$ cat src/rtl/axi_read_arbiter_n_to_1_pkg.sv
// rtl/axi_read_arbiter_n_to_1_pkg.sv - shared types and default widths for the AXI read arbiter
// No ports. Provides:
//   - default parameter values
//   - ar_beat_t, the AR slice payload, sized for the widest supported address and ID
//   - AXI_BURST_INCR
//   - slice_state_t, the AR slice state encoding
package axi_rd_pkg;

   localparam int DEF_N_PORTS = 4;
   localparam int DEF_ADDR_W  = 64;
   localparam int DEF_DATA_W  = 512;
   localparam int DEF_ID_W    = 7;
   localparam int DEF_MAX_OUT = 8;

   // Slice payload is stored at maximum width; the top truncates on output.
   localparam int AR_ADDR_W_MAX = 64;
   localparam int AR_ID_W_MAX   = 32;

   localparam logic [1:0] AXI_BURST_INCR = 2'b01;

   typedef struct packed {
      logic [AR_ADDR_W_MAX-1:0] addr;
      logic [AR_ID_W_MAX-1:0]   id;
      logic [7:0]               len;
      logic [2:0]               size;
      logic [1:0]               burst;
   } ar_beat_t;

   typedef enum logic {
      SLICE_EMPTY = 1'b0,
      SLICE_FULL  = 1'b1
   } slice_state_t;

endpackage

$ cat src/rtl/axi_read_arbiter_n_to_1_if.sv
// rtl/axi_read_arbiter_n_to_1_if.sv - AXI4 read channel bundle for NP lanes
// Lane k of the packed AR fields sits at [k*W +: W].
// The R data, ID, response and last fields are shared by all lanes and qualified by rvalid[k].
//   master modport : drives ar*, rready; samples arready, r*
//   slave modport  : drives arready, r*; samples ar*, rready
interface axi_read_arbiter_n_to_1_if #(
   parameter int NP     = 1,
   parameter int ADDR_W = 64,
   parameter int DATA_W = 512,
   parameter int ID_W   = 7
);
   logic [NP-1:0]        arvalid;
   logic [NP-1:0]        arready;
   logic [NP*ADDR_W-1:0] araddr;
   logic [NP*ID_W-1:0]   arid;
   logic [NP*8-1:0]      arlen;
   logic [NP*3-1:0]      arsize;
   logic [NP*2-1:0]      arburst;
   logic [NP-1:0]        rvalid;
   logic [NP-1:0]        rready;
   logic [DATA_W-1:0]    rdata;
   logic [ID_W-1:0]      rid;
   logic [1:0]           rresp;
   logic                 rlast;

   modport master (
      output arvalid, araddr, arid, arlen, arsize, arburst, rready,
      input  arready, rvalid, rdata, rid, rresp, rlast
   );

   modport slave (
      input  arvalid, araddr, arid, arlen, arsize, arburst, rready,
      output arready, rvalid, rdata, rid, rresp, rlast
   );
endinterface

$ cat src/rtl/axi_read_arbiter_n_to_1_rr.sv
// rtl/axi_read_arbiter_n_to_1_rr.sv - round-robin arbiter with one-hot grant
// Ports:
//   clk, rst_n : clock and asynchronous active-low reset
//   req        : per-requester request
//   en         : the grant may be issued this cycle
//   gnt        : one-hot grant, all zero when en=0
//   gnt_idx    : index of the selected requester
// The pointer advances past the winner only when a grant is actually issued.
module rr_arbiter #(
   parameter  int N  = 4,
   localparam int PW = $clog2(N)
) (
   input  logic          clk,
   input  logic          rst_n,
   input  logic [N-1:0]  req,
   input  logic          en,
   output logic [N-1:0]  gnt,
   output logic [PW-1:0] gnt_idx
);
   // One spare bit so ptr+i can be folded back below N without overflow.
   localparam int CW = PW + 1;

   logic [PW-1:0] ptr_q;
   logic          found;
   logic [CW-1:0] cand;

   always_comb begin
      gnt     = '0;
      gnt_idx = '0;
      found   = 1'b0;
      cand    = '0;
      for (int i = 0; i < N; i++) begin
         cand = {1'b0, ptr_q} + CW'(i);
         if (cand >= CW'(N)) cand = cand - CW'(N);
         if (!found && req[cand[PW-1:0]]) begin
            found   = 1'b1;
            gnt_idx = cand[PW-1:0];
         end
      end
      if (en && found) gnt[gnt_idx] = 1'b1;
   end

   always_ff @(posedge clk or negedge rst_n) begin
      if (!rst_n) begin
         ptr_q <= '0;
      end else if (en && found) begin
         ptr_q <= (gnt_idx == PW'(N - 1)) ? '0 : gnt_idx + PW'(1);
      end
   end
endmodule

$ cat src/rtl/axi_read_arbiter_n_to_1.sv
// rtl/axi_read_arbiter_n_to_1.sv - N-to-1 AXI4 read interconnect with round-robin AR arbitration
// Ports:
//   aclk, aresetn : clock and asynchronous active-low reset
//   s             : N_PORTS-lane slave side facing the workgroup masters
//   m             : single-lane master side toward memory
//                   arid = {port index, s_arid}
//   rd_err        : sticky flag, set by an R beat whose prefix has no port
//   outstanding   : packed per-port outstanding burst counts
module axi_read_arbiter_n_to_1
   import axi_rd_pkg::*;
#(
   parameter  int N_PORTS = DEF_N_PORTS,
   parameter  int ADDR_W  = DEF_ADDR_W,
   parameter  int DATA_W  = DEF_DATA_W,
   parameter  int ID_W    = DEF_ID_W,
   parameter  int MAX_OUT = DEF_MAX_OUT,
   localparam int IDX_W   = $clog2(N_PORTS),
   localparam int CNT_W   = $clog2(MAX_OUT + 1)
) (
   input  logic                     aclk,
   input  logic                     aresetn,
   axi_read_arbiter_n_to_1_if.slave  s,
   axi_read_arbiter_n_to_1_if.master m,
   output logic                     rd_err,
   output logic [N_PORTS*CNT_W-1:0] outstanding
);
   slice_state_t       state_q, state_d;
   ar_beat_t           slice_q, beat_in;
   logic [N_PORTS-1:0] eligible, gnt, dec;
   logic [IDX_W-1:0]   gnt_idx, r_idx;
   logic               gnt_any, slice_accept, r_routable, r_hs_last;
   logic [CNT_W-1:0]   cnt_q [N_PORTS];
   logic               unused_slice;

   // Arbitration: eligibility excludes ports at their outstanding limit.
   always_comb begin
      eligible = '0;
      for (int k = 0; k < N_PORTS; k++)
         eligible[k] = s.arvalid[k] && (32'(cnt_q[k]) < 32'(MAX_OUT));
   end

   // Accepting while FULL relies on m_arready draining the slice in the same cycle.
   // The reset term keeps s_arready low while aresetn is asserted.
   assign slice_accept = aresetn && ((state_q == SLICE_EMPTY) || m.arready[0]);

   rr_arbiter #(.N(N_PORTS)) u_rr (
      .clk     (aclk),
      .rst_n   (aresetn),
      .req     (eligible),
      .en      (slice_accept),
      .gnt     (gnt),
      .gnt_idx (gnt_idx)
   );

   assign gnt_any   = |gnt;
   assign s.arready = gnt;

   // AR slice
   always_comb begin
      beat_in       = '0;
      beat_in.addr  = AR_ADDR_W_MAX'(s.araddr[gnt_idx*ADDR_W +: ADDR_W]);
      beat_in.id    = AR_ID_W_MAX'({gnt_idx, s.arid[gnt_idx*ID_W +: ID_W]});
      beat_in.len   = s.arlen[gnt_idx*8 +: 8];
      beat_in.size  = s.arsize[gnt_idx*3 +: 3];
      beat_in.burst = s.arburst[gnt_idx*2 +: 2];
   end

   always_comb begin
      state_d = state_q;
      case (state_q)
         SLICE_EMPTY: if (gnt_any) state_d = SLICE_FULL;
         SLICE_FULL:  if (m.arready[0] && !gnt_any) state_d = SLICE_EMPTY;
         default:     state_d = SLICE_EMPTY;
      endcase
   end

   always_ff @(posedge aclk or negedge aresetn) begin
      if (!aresetn) begin
         state_q <= SLICE_EMPTY;
         slice_q <= '0;
      end else begin
         state_q <= state_d;
         if (gnt_any) slice_q <= beat_in;
      end
   end

   assign m.arvalid  = (state_q == SLICE_FULL);
   assign m.araddr   = slice_q.addr[ADDR_W-1:0];
   assign m.arid     = slice_q.id[ID_W+IDX_W-1:0];
   assign m.arlen    = slice_q.len;
   assign m.arsize   = slice_q.size;
   assign m.arburst  = slice_q.burst;
   assign unused_slice = ^{slice_q.addr, slice_q.id};

   // R routing on the ID prefix
   assign r_idx      = m.rid[ID_W+IDX_W-1:ID_W];
   assign r_routable = (32'(r_idx) < 32'(N_PORTS));

   always_comb begin
      s.rvalid  = '0;
      m.rready  = 1'b1;
      if (r_routable) begin
         s.rvalid[r_idx] = m.rvalid[0];
         m.rready        = s.rready[r_idx];
      end
   end

   assign s.rdata   = m.rdata;
   assign s.rid     = m.rid[ID_W-1:0];
   assign s.rresp   = m.rresp;
   assign s.rlast   = m.rlast;
   assign r_hs_last = m.rvalid[0] && m.rready[0] && m.rlast;

   always_ff @(posedge aclk or negedge aresetn) begin
      if (!aresetn)                      rd_err <= 1'b0;
      else if (m.rvalid[0] && !r_routable) rd_err <= 1'b1;
   end

   // Outstanding burst counters
   always_comb begin
      dec = '0;
      for (int k = 0; k < N_PORTS; k++)
         dec[k] = r_hs_last && r_routable && (r_idx == IDX_W'(k));
   end

   always_ff @(posedge aclk or negedge aresetn) begin
      if (!aresetn) begin
         for (int k = 0; k < N_PORTS; k++) cnt_q[k] <= '0;
      end else begin
         for (int k = 0; k < N_PORTS; k++) begin
            assert (!(dec[k] && !gnt[k] && (cnt_q[k] == '0)));
            case ({gnt[k], dec[k]})
               2'b10:   cnt_q[k] <= cnt_q[k] + CNT_W'(1);
               2'b01:   cnt_q[k] <= cnt_q[k] - CNT_W'(1);
               default: cnt_q[k] <= cnt_q[k];
            endcase
         end
      end
   end

   always_comb begin
      outstanding = '0;
      for (int k = 0; k < N_PORTS; k++) outstanding[k*CNT_W +: CNT_W] = cnt_q[k];
   end
endmodule

$ cat src/flat_wrapper.sv
// flat-port wrapper written by rule: the top's interface ports become plain ports
module axi_read_arbiter_n_to_1_flat import axi_rd_pkg::*;
#(
   parameter  int N_PORTS = DEF_N_PORTS,
   parameter  int ADDR_W  = DEF_ADDR_W,
   parameter  int DATA_W  = DEF_DATA_W,
   parameter  int ID_W    = DEF_ID_W,
   parameter  int MAX_OUT = DEF_MAX_OUT,
   localparam int IDX_W   = $clog2(N_PORTS),
   localparam int CNT_W   = $clog2(MAX_OUT + 1)
)
  (aclk, aresetn, rd_err, outstanding, s_arvalid, s_araddr, s_arid, s_arlen, s_arsize, s_arburst, s_rready, s_arready, s_rvalid, s_rdata, s_rid, s_rresp, s_rlast, m_arvalid, m_araddr, m_arid, m_arlen, m_arsize, m_arburst, m_rready, m_arready, m_rvalid, m_rdata, m_rid, m_rresp, m_rlast);
  axi_read_arbiter_n_to_1_if #(.NP((4)), .ADDR_W(ADDR_W), .DATA_W(DATA_W), .ID_W(ID_W)) s_i ();
  axi_read_arbiter_n_to_1_if #(.NP(1), .ADDR_W(ADDR_W), .DATA_W(DATA_W), .ID_W(ID_W)) m_i ();
  input  logic aclk;
  input  logic aresetn;
  output logic rd_err;
  output logic [N_PORTS*CNT_W-1:0] outstanding;
  input wire logic [$bits(s_i.arvalid)-1:0] s_arvalid;
  input wire logic [$bits(s_i.araddr)-1:0] s_araddr;
  input wire logic [$bits(s_i.arid)-1:0] s_arid;
  input wire logic [$bits(s_i.arlen)-1:0] s_arlen;
  input wire logic [$bits(s_i.arsize)-1:0] s_arsize;
  input wire logic [$bits(s_i.arburst)-1:0] s_arburst;
  input wire logic [$bits(s_i.rready)-1:0] s_rready;
  output wire logic [$bits(s_i.arready)-1:0] s_arready;
  output wire logic [$bits(s_i.rvalid)-1:0] s_rvalid;
  output wire logic [$bits(s_i.rdata)-1:0] s_rdata;
  output wire logic [$bits(s_i.rid)-1:0] s_rid;
  output wire logic [$bits(s_i.rresp)-1:0] s_rresp;
  output wire logic [$bits(s_i.rlast)-1:0] s_rlast;
  output wire logic [$bits(m_i.arvalid)-1:0] m_arvalid;
  output wire logic [$bits(m_i.araddr)-1:0] m_araddr;
  output wire logic [$bits(m_i.arid)-1:0] m_arid;
  output wire logic [$bits(m_i.arlen)-1:0] m_arlen;
  output wire logic [$bits(m_i.arsize)-1:0] m_arsize;
  output wire logic [$bits(m_i.arburst)-1:0] m_arburst;
  output wire logic [$bits(m_i.rready)-1:0] m_rready;
  input wire logic [$bits(m_i.arready)-1:0] m_arready;
  input wire logic [$bits(m_i.rvalid)-1:0] m_rvalid;
  input wire logic [$bits(m_i.rdata)-1:0] m_rdata;
  input wire logic [$bits(m_i.rid)-1:0] m_rid;
  input wire logic [$bits(m_i.rresp)-1:0] m_rresp;
  input wire logic [$bits(m_i.rlast)-1:0] m_rlast;
  assign s_i.arvalid = s_arvalid;
  assign s_i.araddr = s_araddr;
  assign s_i.arid = s_arid;
  assign s_i.arlen = s_arlen;
  assign s_i.arsize = s_arsize;
  assign s_i.arburst = s_arburst;
  assign s_i.rready = s_rready;
  assign s_arready = s_i.arready;
  assign s_rvalid = s_i.rvalid;
  assign s_rdata = s_i.rdata;
  assign s_rid = s_i.rid;
  assign s_rresp = s_i.rresp;
  assign s_rlast = s_i.rlast;
  assign m_arvalid = m_i.arvalid;
  assign m_araddr = m_i.araddr;
  assign m_arid = m_i.arid;
  assign m_arlen = m_i.arlen;
  assign m_arsize = m_i.arsize;
  assign m_arburst = m_i.arburst;
  assign m_rready = m_i.rready;
  assign m_i.arready = m_arready;
  assign m_i.rvalid = m_rvalid;
  assign m_i.rdata = m_rdata;
  assign m_i.rid = m_rid;
  assign m_i.rresp = m_rresp;
  assign m_i.rlast = m_rlast;
  axi_read_arbiter_n_to_1 #(.N_PORTS(N_PORTS), .ADDR_W(ADDR_W), .DATA_W(DATA_W), .ID_W(ID_W), .MAX_OUT(MAX_OUT)) u_core (.aclk(aclk), .aresetn(aresetn), .s(s_i), .m(m_i), .rd_err(rd_err), .outstanding(outstanding));
endmodule
$ cat config.mk
export PLATFORM = sky130hd
export DESIGN_NAME = axi_read_arbiter_n_to_1_flat
export DESIGN_NICKNAME = d
export VERILOG_FILES = /design/src/rtl/axi_read_arbiter_n_to_1_pkg.sv /design/src/rtl/axi_read_arbiter_n_to_1_if.sv /design/src/rtl/axi_read_arbiter_n_to_1_rr.sv /design/src/rtl/axi_read_arbiter_n_to_1.sv /design/src/flat_wrapper.sv
export SDC_FILE = /design/constraint.sdc
export NUM_CORES = 1
export LEC_CHECK = 0
export CAP_MARGIN = 10
export CORE_AREA = 2 2 593 595
export CTS_CLUSTER_DIAMETER = 120
export DETAILED_ROUTE_END_ITERATION = 7
export DIE_AREA = 0 0 595 597
export PLACE_DENSITY = 0.3
export REMOVE_ABC_BUFFERS = 1
export SKIP_LAST_GASP = 1
export SLEW_MARGIN = 5
export SYNTH_ARGS = -nofsm -noshare
export SYNTH_HDL_FRONTEND = slang
export SYNTH_SLANG_ARGS = --single-unit
$ cat constraint.sdc
create_clock -name aclk -period 6.2 [get_ports aclk]
set_input_delay 1.86 -clock aclk [delete_from_list [all_inputs] [get_ports aclk]]
set_output_delay 1.86 -clock aclk [all_outputs]
set_load 0.005 [all_outputs]
==> key figures <==
Final layout
  • Synth-to-Final Area Change: 57.5%
  • Post-Layout Cell Count: 5775
  • Share of cells above drive strength 1: 0.0927
  • Nets: 2035
  • Finished Core Util: 0.0515
  • Post-route design area: 0.0180 mm²

Synth
  • Largest family of logic cells by synthesized area: buffers and inverters
  • Most numerous cell in the Yosys netlist: buf_4
  • Avg Synthesized Cell Area: 8.83 µm²
  • Synth Area in Adders: 0.00549
  • Synth area leaders: buf_4 35%, dfrtp_1 23%, a221oi_1 9.8%
  • Dominant cell type by area after synthesis: buf_4
  • Mapped cell area: 0.0114 mm²
  • Share of the synthesized area in the top cell type: 0.349
  • Ys Warns: 0
  • Compound-cell area share of the yosys netlist: 0.226
  • Commonest cells post-synth: 530 x buf_4, 171 x inv_1, 127 x a221oi_1
  • Multiplexer area fraction after synthesis: 0.0777
  • Synth Area in XOR/XNOR: 0.00691
  • Fraction of registers with async set/reset: 1.00
  • EDFF count, synth: 0
  • Cells after Synth: 1291
  • Primary FF master, synth: dfrtp_1
  • Sequential area share after synthesis: 0.226
  • Unique masters post-synth: 39
  • Synth Register Bits: 103
  • Synth Area in Simple Gates: 0.0138

Drt
  • DR vias/cell: 2.20
  • Router iterations before antenna repair: 5
  • Final WL: 413000 µm
  • # DRC: 0
  • Routed vias: 12700
  • Drt wl/cell: 71.5 µm
  • Routed Antenna Nets: 0
  • Initial detailed-routing violation count: 1600

Run status
  • Status: complete, no violations

Worst hold path
  • Hold Crit Start: u_core.outstanding[7]
  • Worst hold path depth: 1
  • HP Class: reg2reg
  • Worst Hold End: u_core.outstanding[7]

Clock network
  • CTS Buffer Depth: 2
  • Worst-skew pair later-pin latency: 0.51 ns
  • H-tree depth: 3
  • Clock transition at path regs: 0.13 ns
  • CTS tree: done
  • CTS sink cnt: 103
  • CTS root buf: clkbuf_16
  • Total setup buffers inserted after CTS: 0
  • TritonCTS Buffers: 9
  • Post-cts sizing count: 0
  • Cts hold-fix bufs: 0

Global route
  • Total GRT Usage: 0.226
  • Initial antenna violation count: 24
  • Grt met3 use: 0.368
  • Largest net degree at the start of global routing: 104
  • Met2 usage: 0.381
  • Grt total ovfl: 0
  • Top Usage Layer GRT: met2
  • Vias in the first global route: 10400
  • First-pass GRT wire length: 439000 µm
  • GR Util met1: 0.0889

STA
  • Worst setup margin: 0.174 ns
  • Setup TNS: 0 ns
  • Clk_skew: 0.0442 ns
  • Slew @ Worst Pin: 1.15 ns
  • Final setup fails: 0
  • Fin. max-slew vios: 0
  • Fmax: 0.166 GHz
  • Final Cycle Share: 0.972
  • Final hold vios: 0
  • RSZ-0062 raised after global routing: false
  • Slew margin rel.: 0.234
  • Hold Slack: 0.517 ns
  • Minimum clock period after layout: 6.03 ns

Floorplan
  • Initial core utilization: 0.0327
  • # rows: 217
  • Die X: 595 µm
  • Die Y: 597 µm
  • I/O pins: 1503
  • Full die area: 0.355 mm²
  • Core area: 0.349 mm²

Place
  • Placed instance area: 0.0176 mm²
  • Dpl cells: 5748
  • Routability cong.: 1.16
  • Post-DP HPWL: 386000 µm
  • Worst slack, placed: 0.184 ns
  • # port buffers: 447

Pwr
  • Internal power: 2.94 mW
  • Comb pwr share: 0.677
  • Clock power frac: 0.127
  • Sequential power share: 0.196
  • Total power: 6.34 mW
  • LEAKAGE: 5.29 nW
  • Switching part of the total: 0.537
  • PwrDens: 353 mW/mm²
  • VDD IR max: 0.000190 V
  • NetSw: 3.41 mW

Job
  • Max Cap Viol: 0

Setup path
  • Slowest cell on crit path: clkdlybuf4s50_1
  • CP Cell Sequence: clkdlybuf4s50_1 > nand2b_1 > or3b_1 > and3_4 > clkinv_2 > ha_4 > nand2_1 > inv_1 > buf_12
  • FF-to-FF Start: u_core.outstanding[3]
  • Critical Path Start Type: input pin
  • Crit-path max FO: 5
  • Crit. End Element: primary output
  • Cells on worst reg2reg path: 9
  • CP max stage delay: 0.50 ns
  • Worst Setup Path Type: in2out
  • Worst EP arrival: 4.17 ns
  • CP required: 4.34 ns
  • Reg2reg setup slack: 2.51 ns
  • RR Endpoint: u_core.m.araddr[42]
[power groups by stage]
stage	clock network (mW)	registers [mW]	logic (mW)
after floorplan	0	1.24	1.61
after global placement	0	1.25	4.46
after detailed placement	0	1.26	4.47
after CTS	0.894	1.25	4.48
after global routing	0.887	1.29	4.57
final	0.808	1.24	4.29
[worst max-delay path by stage]
stage	from	to	slack [ns]	cells after the start
after floorplan	s_arvalid[3]	u_core.m.araddr[11]	-5.81	7
after global placement	s_arvalid[3]	u_core.m.araddr[0]	-0.14	10
after detailed placement	s_arvalid[0]	s_arready[2]	0.18	9
after CTS	s_arvalid[0]	s_arready[2]	0.17	9
after global routing	s_arvalid[0]	s_arready[2]	0.07	9
final	s_arvalid[0]	s_arready[2]	0.17	9
[layout make-up]
type / instances / area [µm²]
Clock inverter: 6 / 75.1
Multi-Input combinational cell: 398 / 3870
Sequential cell: 103 / 2580
Antenna cell: 11 / 27.5
Tap cell: 4599 / 5750
Timing Repair Buffer: 475 / 4760
Fill cell: 41300 / 331000
Clock buffer: 10 / 239
Inverter: 173 / 656
[cell families (layout without fill, tap and decap cells)]
kind of cell	after synthesis	after routing
AOI/OAI and AO/OA	266	266
xor gates and xnor gates	9	9
adders and majority gates	5	5
buffers and inverters	795	664
DFF	103	103
muxes	88	88
other	1	17
and+or+nand+nor	24	24
[worst max-delay path, delay by kind of cell]
family / cells / cell delay, ns
fa+ha+maj: 1 / 0.17
buf+inv: 4 / 1.01
simple gates: 4 / 1.10
[routing by layer]
metal	vias up	part of all wire
met2	3139	0.48
met3	128	0.34
met5	-	0.013
li1	3758	-
met4	44	0.024
met1	5641	0.14
[placed cells by master, fill, tap and decap left out, types with 4 or more instances in the layout]
| master | Yosys | final |
|---|---|---|
| a2111oi_0 | 84 | 83 |
| nand2_1 | 4 | 4 |
| dfrtp_1 | 103 | 103 |
| a221oi_1 | 127 | 127 |
| diode_2 | 0 | 11 |
| buf_4 | 530 | 22 |
| nand2b_1 | 4 | 4 |
| clkbuf_16 | 0 | 9 |
| ha_1 | 5 | 4 |
| conb_1 | 1 | 6 |
| mux2i_1 | 84 | 84 |
| mux2_2 | 4 | 4 |
| inv_1 | 171 | 171 |
| buf_12 | 0 | 6 |
| a221oi_2 | 41 | 41 |
| clkdlybuf4s50_1 | 0 | 445 |
| xnor2_1 | 6 | 6 |
[state kept, by name, summed over array words and instances (netlist names)]
name / count
u_core.m.arsize: 3
u_core.m.arburst: 2
u_core.outstanding: 16
u_core.m.arlen: 8
u_core.u_rr.ptr_q: 2
u_core.m.araddr: 64
u_core.m.arvalid: 1
u_core.m.arid: 7
Power figures use the tool's default switching activity.
==> edit 1 (same settings) <==
Make the reset (`aresetn` and `rst_n`) synchronous in 4 clocked blocks. Comments in the files are not updated.
--- a/src/rtl/axi_read_arbiter_n_to_1_rr.sv
+++ b/src/rtl/axi_read_arbiter_n_to_1_rr.sv
@@ -42,3 +42,3 @@
 
-   always_ff @(posedge clk or negedge rst_n) begin
+   always_ff @(posedge clk) begin
       if (!rst_n) begin
--- a/src/rtl/axi_read_arbiter_n_to_1.sv
+++ b/src/rtl/axi_read_arbiter_n_to_1.sv
@@ -76,3 +76,3 @@
 
-   always_ff @(posedge aclk or negedge aresetn) begin
+   always_ff @(posedge aclk) begin
       if (!aresetn) begin
@@ -113,3 +113,3 @@
 
-   always_ff @(posedge aclk or negedge aresetn) begin
+   always_ff @(posedge aclk) begin
       if (!aresetn)                      rd_err <= 1'b0;
@@ -125,3 +125,3 @@
 
-   always_ff @(posedge aclk or negedge aresetn) begin
+   always_ff @(posedge aclk) begin
       if (!aresetn) begin
Behaviour: not the same (Yosys sat finds a counterexample within 4 cycles, from zero or initial values and one cycle with aresetn low; the reset may be asserted at any time).
==> edit 1 against the original RTL <==
Register-to-register slack worse by 0.66 ns. Area after synthesis down 13%. Clock skew up 0.0067 ns. Cell count down 1.4%. Setup slack better by 0.19 ns. Synthesized cell count down 7.4%. Die area unchanged. Design area down 8.6%. Sequential cell count unchanged. Count of clock-buffer cells in the layout down 1. Wire length up 2.4%. Highest routed layer unchanged.
Power is not compared: it rests on default switching activity, and its combinational part moved more than twofold at a synthesized area within 25%.
==> edit 1: results (changes against the original RTL) <==
[status]
status = complete, no violations  ; unchanged

[pwr]
netSwitchingPower_uw = 1580
worst_ir_drop_vdd_v = 0.000131
p_leak_uw = 0.00435

[grt]
track_usage = 0.231  ; was 0.226
grt_max_degree = 101  ; was 104
grt_pass1_vias = 8997  ; was 10400
grt_pass1_wl_mm = 445  ; was 439 mm
antenna_found_initial = 75  ; was 24

[detailed_routing]
drt-initial-drc-count = 1208  ; was 1600
route.detailed.drc = 0  ; unchanged
wl_mm = 423  ; was 413 mm
via_count = 11700  ; was 12700
drt_pre_antenna_iters = 5  ; unchanged

[clocking]
cts-buffers-inserted = 9  ; unchanged
clk_pin_slew_ns = 0.09  ; was 0.13 ns
cts_max_path_buffers = 2  ; unchanged
clk_latency_ns = 0.48  ; was 0.51 ns
cts_setup_buffers = 0  ; unchanged
htreeDepth = 3  ; unchanged
cts.repair.resized = 0  ; unchanged
cts_root_buf = clkbuf_16  ; unchanged
hold_buffers = 0  ; unchanged

[final_layout]
finalNetCount = 1959  ; was 2035
final_layout_size_suffix_gt1_frac = 0.0459  ; was 0.0927
largest_register_ffs = 64  ; unchanged

[logic_synthesis]
synthArstFlopShare = 0  ; was 1.00
ys.flop_type = dfxtp_1  ; was dfrtp_1
ys_seq_area_frac = 0.224  ; was 0.226
ys_types = 41  ; was 39
synth_commonest_cells = buf_4, a21oi_1, nand2_1  ; was buf_4, inv_1, a221oi_1
synth-edff-count = 16  ; was 0
synthTopCellsByArea = buf_4, dfxtp_1, mux2i_1  ; was buf_4, dfrtp_1, a221oi_1
yosys_warnings = 0  ; unchanged

[timing]
max_slew_margin = 0.372  ; was 0.234
finalClockSkew_ns = 0.0509  ; was 0.0442 ns

[place]
gp_congestion = 1.17  ; was 1.16
place_hpwl_mm = 403  ; was 386 mm
pre_cts_ws_ns = 0.243  ; was 0.184 ns
portBuffers = 447  ; unchanged

[min_path]
hold_class = flop to flop  ; unchanged

[worst_setup_path]
cp_max_fo = 4  ; was 5
arrival_ns = 3.98  ; was 4.17 ns

## edit 1: cell types whose count changed after synthesis, moves of 83 or more
| cell | unedited run | this run |
|---|---|---|
| a21oi_1 | 2 | 88 |
| nand2_1 | 4 | 88 |
| dfrtp_1 | 103 | 0 |
| inv_1 | 171 | 3 |
| dfxtp_1 | 0 | 87 |
| a221oi_1 | 127 | 0 |
| a2111oi_0 | 84 | 0 |
| o221ai_1 | 0 | 83 |
## edit 1: metal layers
metal / track usage / part of all wire / vias to the layer above
met5: 0.110 / 0.013 / -
met4: 0.0350 / 0.018 / 86
met3: 0.384 / 0.35 / 222
met2: 0.398 / 0.48 / 3072
met1: 0.0866 / 0.14 / 4956
li1: - / - / 3349
## edit 1: layout make-up
cell class / instances / area [um2]
sequential: 103 / 2220
antenna: 8 / 20.0
fill: 41300 / 332000
clock inverter: 7 / 86.3
tap: 4599 / 5750
clock buffer: 9 / 225
timing repair buffer: 467 / 4660
multi-input combinational: 498 / 3410
inverter: 5 / 26.3
## edit 1: final timing paths
check / depth (start not counted) / startpoint / slack (ns) / to
worst max register to register: 8 / u_core.cnt_q[3][3] / 1.85 / u_core.m.araddr[25]
worst min register to register: 2 / u_core.m.araddr[36] / 0.47 / u_core.m.araddr[36]
worst min-delay path: 2 / u_core.m.araddr[36] / 0.47 / u_core.m.araddr[36]
worst max-delay path: 8 / s_arvalid[1] / 0.36 / s_arready[2]
## edit 1: cell families (layout without fill, tap and decap cells)
family | Yosys count | count (layout) | synth area share
buf+inv | 600 | 488 | 0.439
other cells | 1 | 14 | 0.000379
flops | 103 | 103 | 0.224
compound gates | 184 | 184 | 0.129
mux | 83 | 83 | 0.0839
xor+xnor | 8 | 8 | 0.00707
simple gates | 212 | 212 | 0.110
fa+ha+maj | 5 | 5 | 0.00632
## edit 1: metrics by stage
stage | hold slack (ns) | cell area, um2 | instances | setup TNS [ns] | total power (uW)
2_1_floorplan | 0.457 | 5600 | 606 | -269.84 | 1380
3_3_place_gp | 0.445 | 16100 | 5670 | 0 | 2720
3_5_place_dp | 0.447 | 16100 | 5671 | 0 | 2720
4_1_cts | 0.471 | 16400 | 5687 | 0 | 3550
5_1_grt | 0.490 | 16400 | 5690 | 0 | 3560
6_report | 0.466 | 16400 | 5696 | 0 | 3370
## edit 1: power by group through the flow
stage	combinational, uW	clock, uW	sequential (uW)
2_1_floorplan	439	0	941
3_3_place_gp	1740	0	978
3_5_place_dp	1740	0	981
4_1_cts	1740	840	968
5_1_grt	1740	834	986
6_report	1650	762	963
## edit 1: critical path: stages
cell and delay, ns:
clkdlybuf4s50_1 0.42, nor2b_1 0.16, or3_1 0.35, and3_4 0.24
inv_2 0.14, ha_4 0.15, and2_1 0.15, clkdlybuf4s50_1 0.51
==> edit 2 (config.mk and constraints unchanged) <==
Without the edit above. The package constant `DEF_ID_W` goes from 7 to 14.
--- a/src/rtl/axi_read_arbiter_n_to_1_pkg.sv
+++ b/src/rtl/axi_read_arbiter_n_to_1_pkg.sv
@@ -11,3 +11,3 @@
    localparam int DEF_DATA_W  = 512;
-   localparam int DEF_ID_W    = 7;
+   localparam int DEF_ID_W    = 14;
    localparam int DEF_MAX_OUT = 8;
Interface: changed (resized m_arid, m_rid, s_arid and s_rid); port bits go from 1503 to 1552. No check against the original RTL was run, so the function may have changed too.
==> edit 2 against the original RTL <==
The run now ends with antenna rules left. Wire length is 2.7% higher. Design area is 6.8% higher. Setup slack better by 0.099 ns. Power is 7.6% higher. Global-route usage is 0.61 points higher. Sequential cell count is 7 higher. Non-clock buffer count is 42 higher. Area after synthesis is 8.9% higher.
==> edit 2: results (changes against the original RTL) <==
[logic_synthesis]
synth_adder_area_share = 0.00504  ; was 0.00549
synthTopCellsByArea = buf_4, dfrtp_1, a221oi_2  ; was buf_4, dfrtp_1, a221oi_1
ys_seq_area_frac = 0.222  ; was 0.226
syn_area_per_cell_um2 = 9.17  ; was 8.83 um2
ys_types = 41  ; was 39
synth_commonest_cells = buf_4, inv_1, dfrtp_1  ; was buf_4, inv_1, a221oi_1
synth_compound_area_frac = 0.246  ; was 0.226
synth_xor_area_frac = 0.00635  ; was 0.00691
synthMuxAreaShare = 0.0770  ; was 0.0777

[place]
placed_area_um2 = 18800  ; was 17600 um2
pre_cts_ws_ns = 0.259  ; was 0.184 ns
portBuffers = 482  ; was 447
place_hpwl_mm = 400  ; was 386 mm
dpl.cell_count = 5839  ; was 5748

[worst_setup_path]
cp_max_fo = 6  ; was 5
arrival_ns = 4.07  ; was 4.17 ns
crit_path_start = s_arvalid[3]  ; was s_arvalid[0]
reg2reg_to = u_core.m.arlen[2]  ; was u_core.m.araddr[42]

[pwr]
p_leak_uw = 0.00574  ; was 0.00529 uW
worst_ir_drop_vdd_v = 0.000373  ; was 0.000190 V
p_clk_frac = 0.114  ; was 0.127
p_per_area_nw_per_um2 = 356  ; was 353 nW/um2
p_sw_frac = 0.531  ; was 0.537

[status]
violations = antenna rules
status = finished with violations  ; was complete, no violations

[final_layout]
nFillCells = 41200  ; was 41300
final_layout_size_suffix_gt1_frac = 0.127  ; was 0.0927

[detailed_routing]
via_count = 13100  ; was 12700
antenna_left = 1  ; was 0
via_per_inst = 2.24  ; was 2.20
wl_mm = 424  ; was 413 mm
drt-initial-drc-count = 1588  ; was 1600

[timing]
worstMarginPinSlew_ns = 1.23  ; was 1.15 ns
setup_slack_ns = 0.273  ; was 0.174 ns

[grt]
grt_max_degree = 95  ; was 104
track_usage = 0.232  ; was 0.226
antenna_found_initial = 21  ; was 24
grt_pass1_wl_mm = 452  ; was 439 mm
grt_pass1_vias = 10900  ; was 10400

[clocking]
clk_pin_slew_ns = 0.17  ; was 0.13 ns
clk_latency_ns = 0.53  ; was 0.51 ns

==> edit 2: area by class of cell <==
type	count	area [um2]	area share
Tap cell	4599	5750	0.300
Timing Repair Buffer	517	5210	0.272
Multi-Input combinational cell	426	4420	0.230
Sequential cell	110	2750	0.144
Inverter	187	708	0.0369
Clock buffer	10	239	0.0125
Clock inverter	6	61.3	0.00320
Antenna cell	13	32.5	0.00170
==> edit 2: routing by layer <==
layer,vias to the layer above,part of all wire,track usage
met2,3082,0.49,0.402
met4,40,0.024,0.0482
met1,5829,0.14,0.0868
met5,-,0.014,0.121
li1,4055,-,-
met3,129,0.34,0.373
==> edit 2: kinds of logic (layout without fill, tap and decap cells) <==
kind of cell / after synthesis / in the layout
buffers and inverters: 824 / 720
AOI/OAI and AO/OA: 287 / 287
DFF: 110 / 110
muxes: 95 / 95
and+or+nand+nor: 24 / 24
xor gates and xnor gates: 9 / 9
adders and majority gates: 5 / 5
other: 1 / 19
==> edit 2: critical path, stage by stage <==
cell             delay, ns
clkdlybuf4s50_1       0.50
nor2b_1               0.21
buf_4                 0.17
o21ai_4               0.07
a21o_4                0.29
inv_6                 0.10
ha_4                  0.14
nand2_1               0.13
inv_1                 0.10
clkdlybuf4s50_1       0.50
==> edit 2: how the worst min path moves through the flow <==
| stage | end | start | slack, ns | cells past startpoint |
|---|---|---|---|---|
| floorplan | u_core.outstanding[7] | u_core.outstanding[7] | 0.47 | 1 |
| global placement | u_core.outstanding[10] | u_core.outstanding[10] | 0.49 | 1 |
| detailed placement | u_core.outstanding[10] | u_core.outstanding[10] | 0.49 | 1 |
| CTS | u_core.outstanding[10] | u_core.outstanding[10] | 0.52 | 1 |
| global route | u_core.outstanding[10] | u_core.outstanding[10] | 0.53 | 1 |
| finish | u_core.outstanding[10] | u_core.outstanding[10] | 0.51 | 1 |
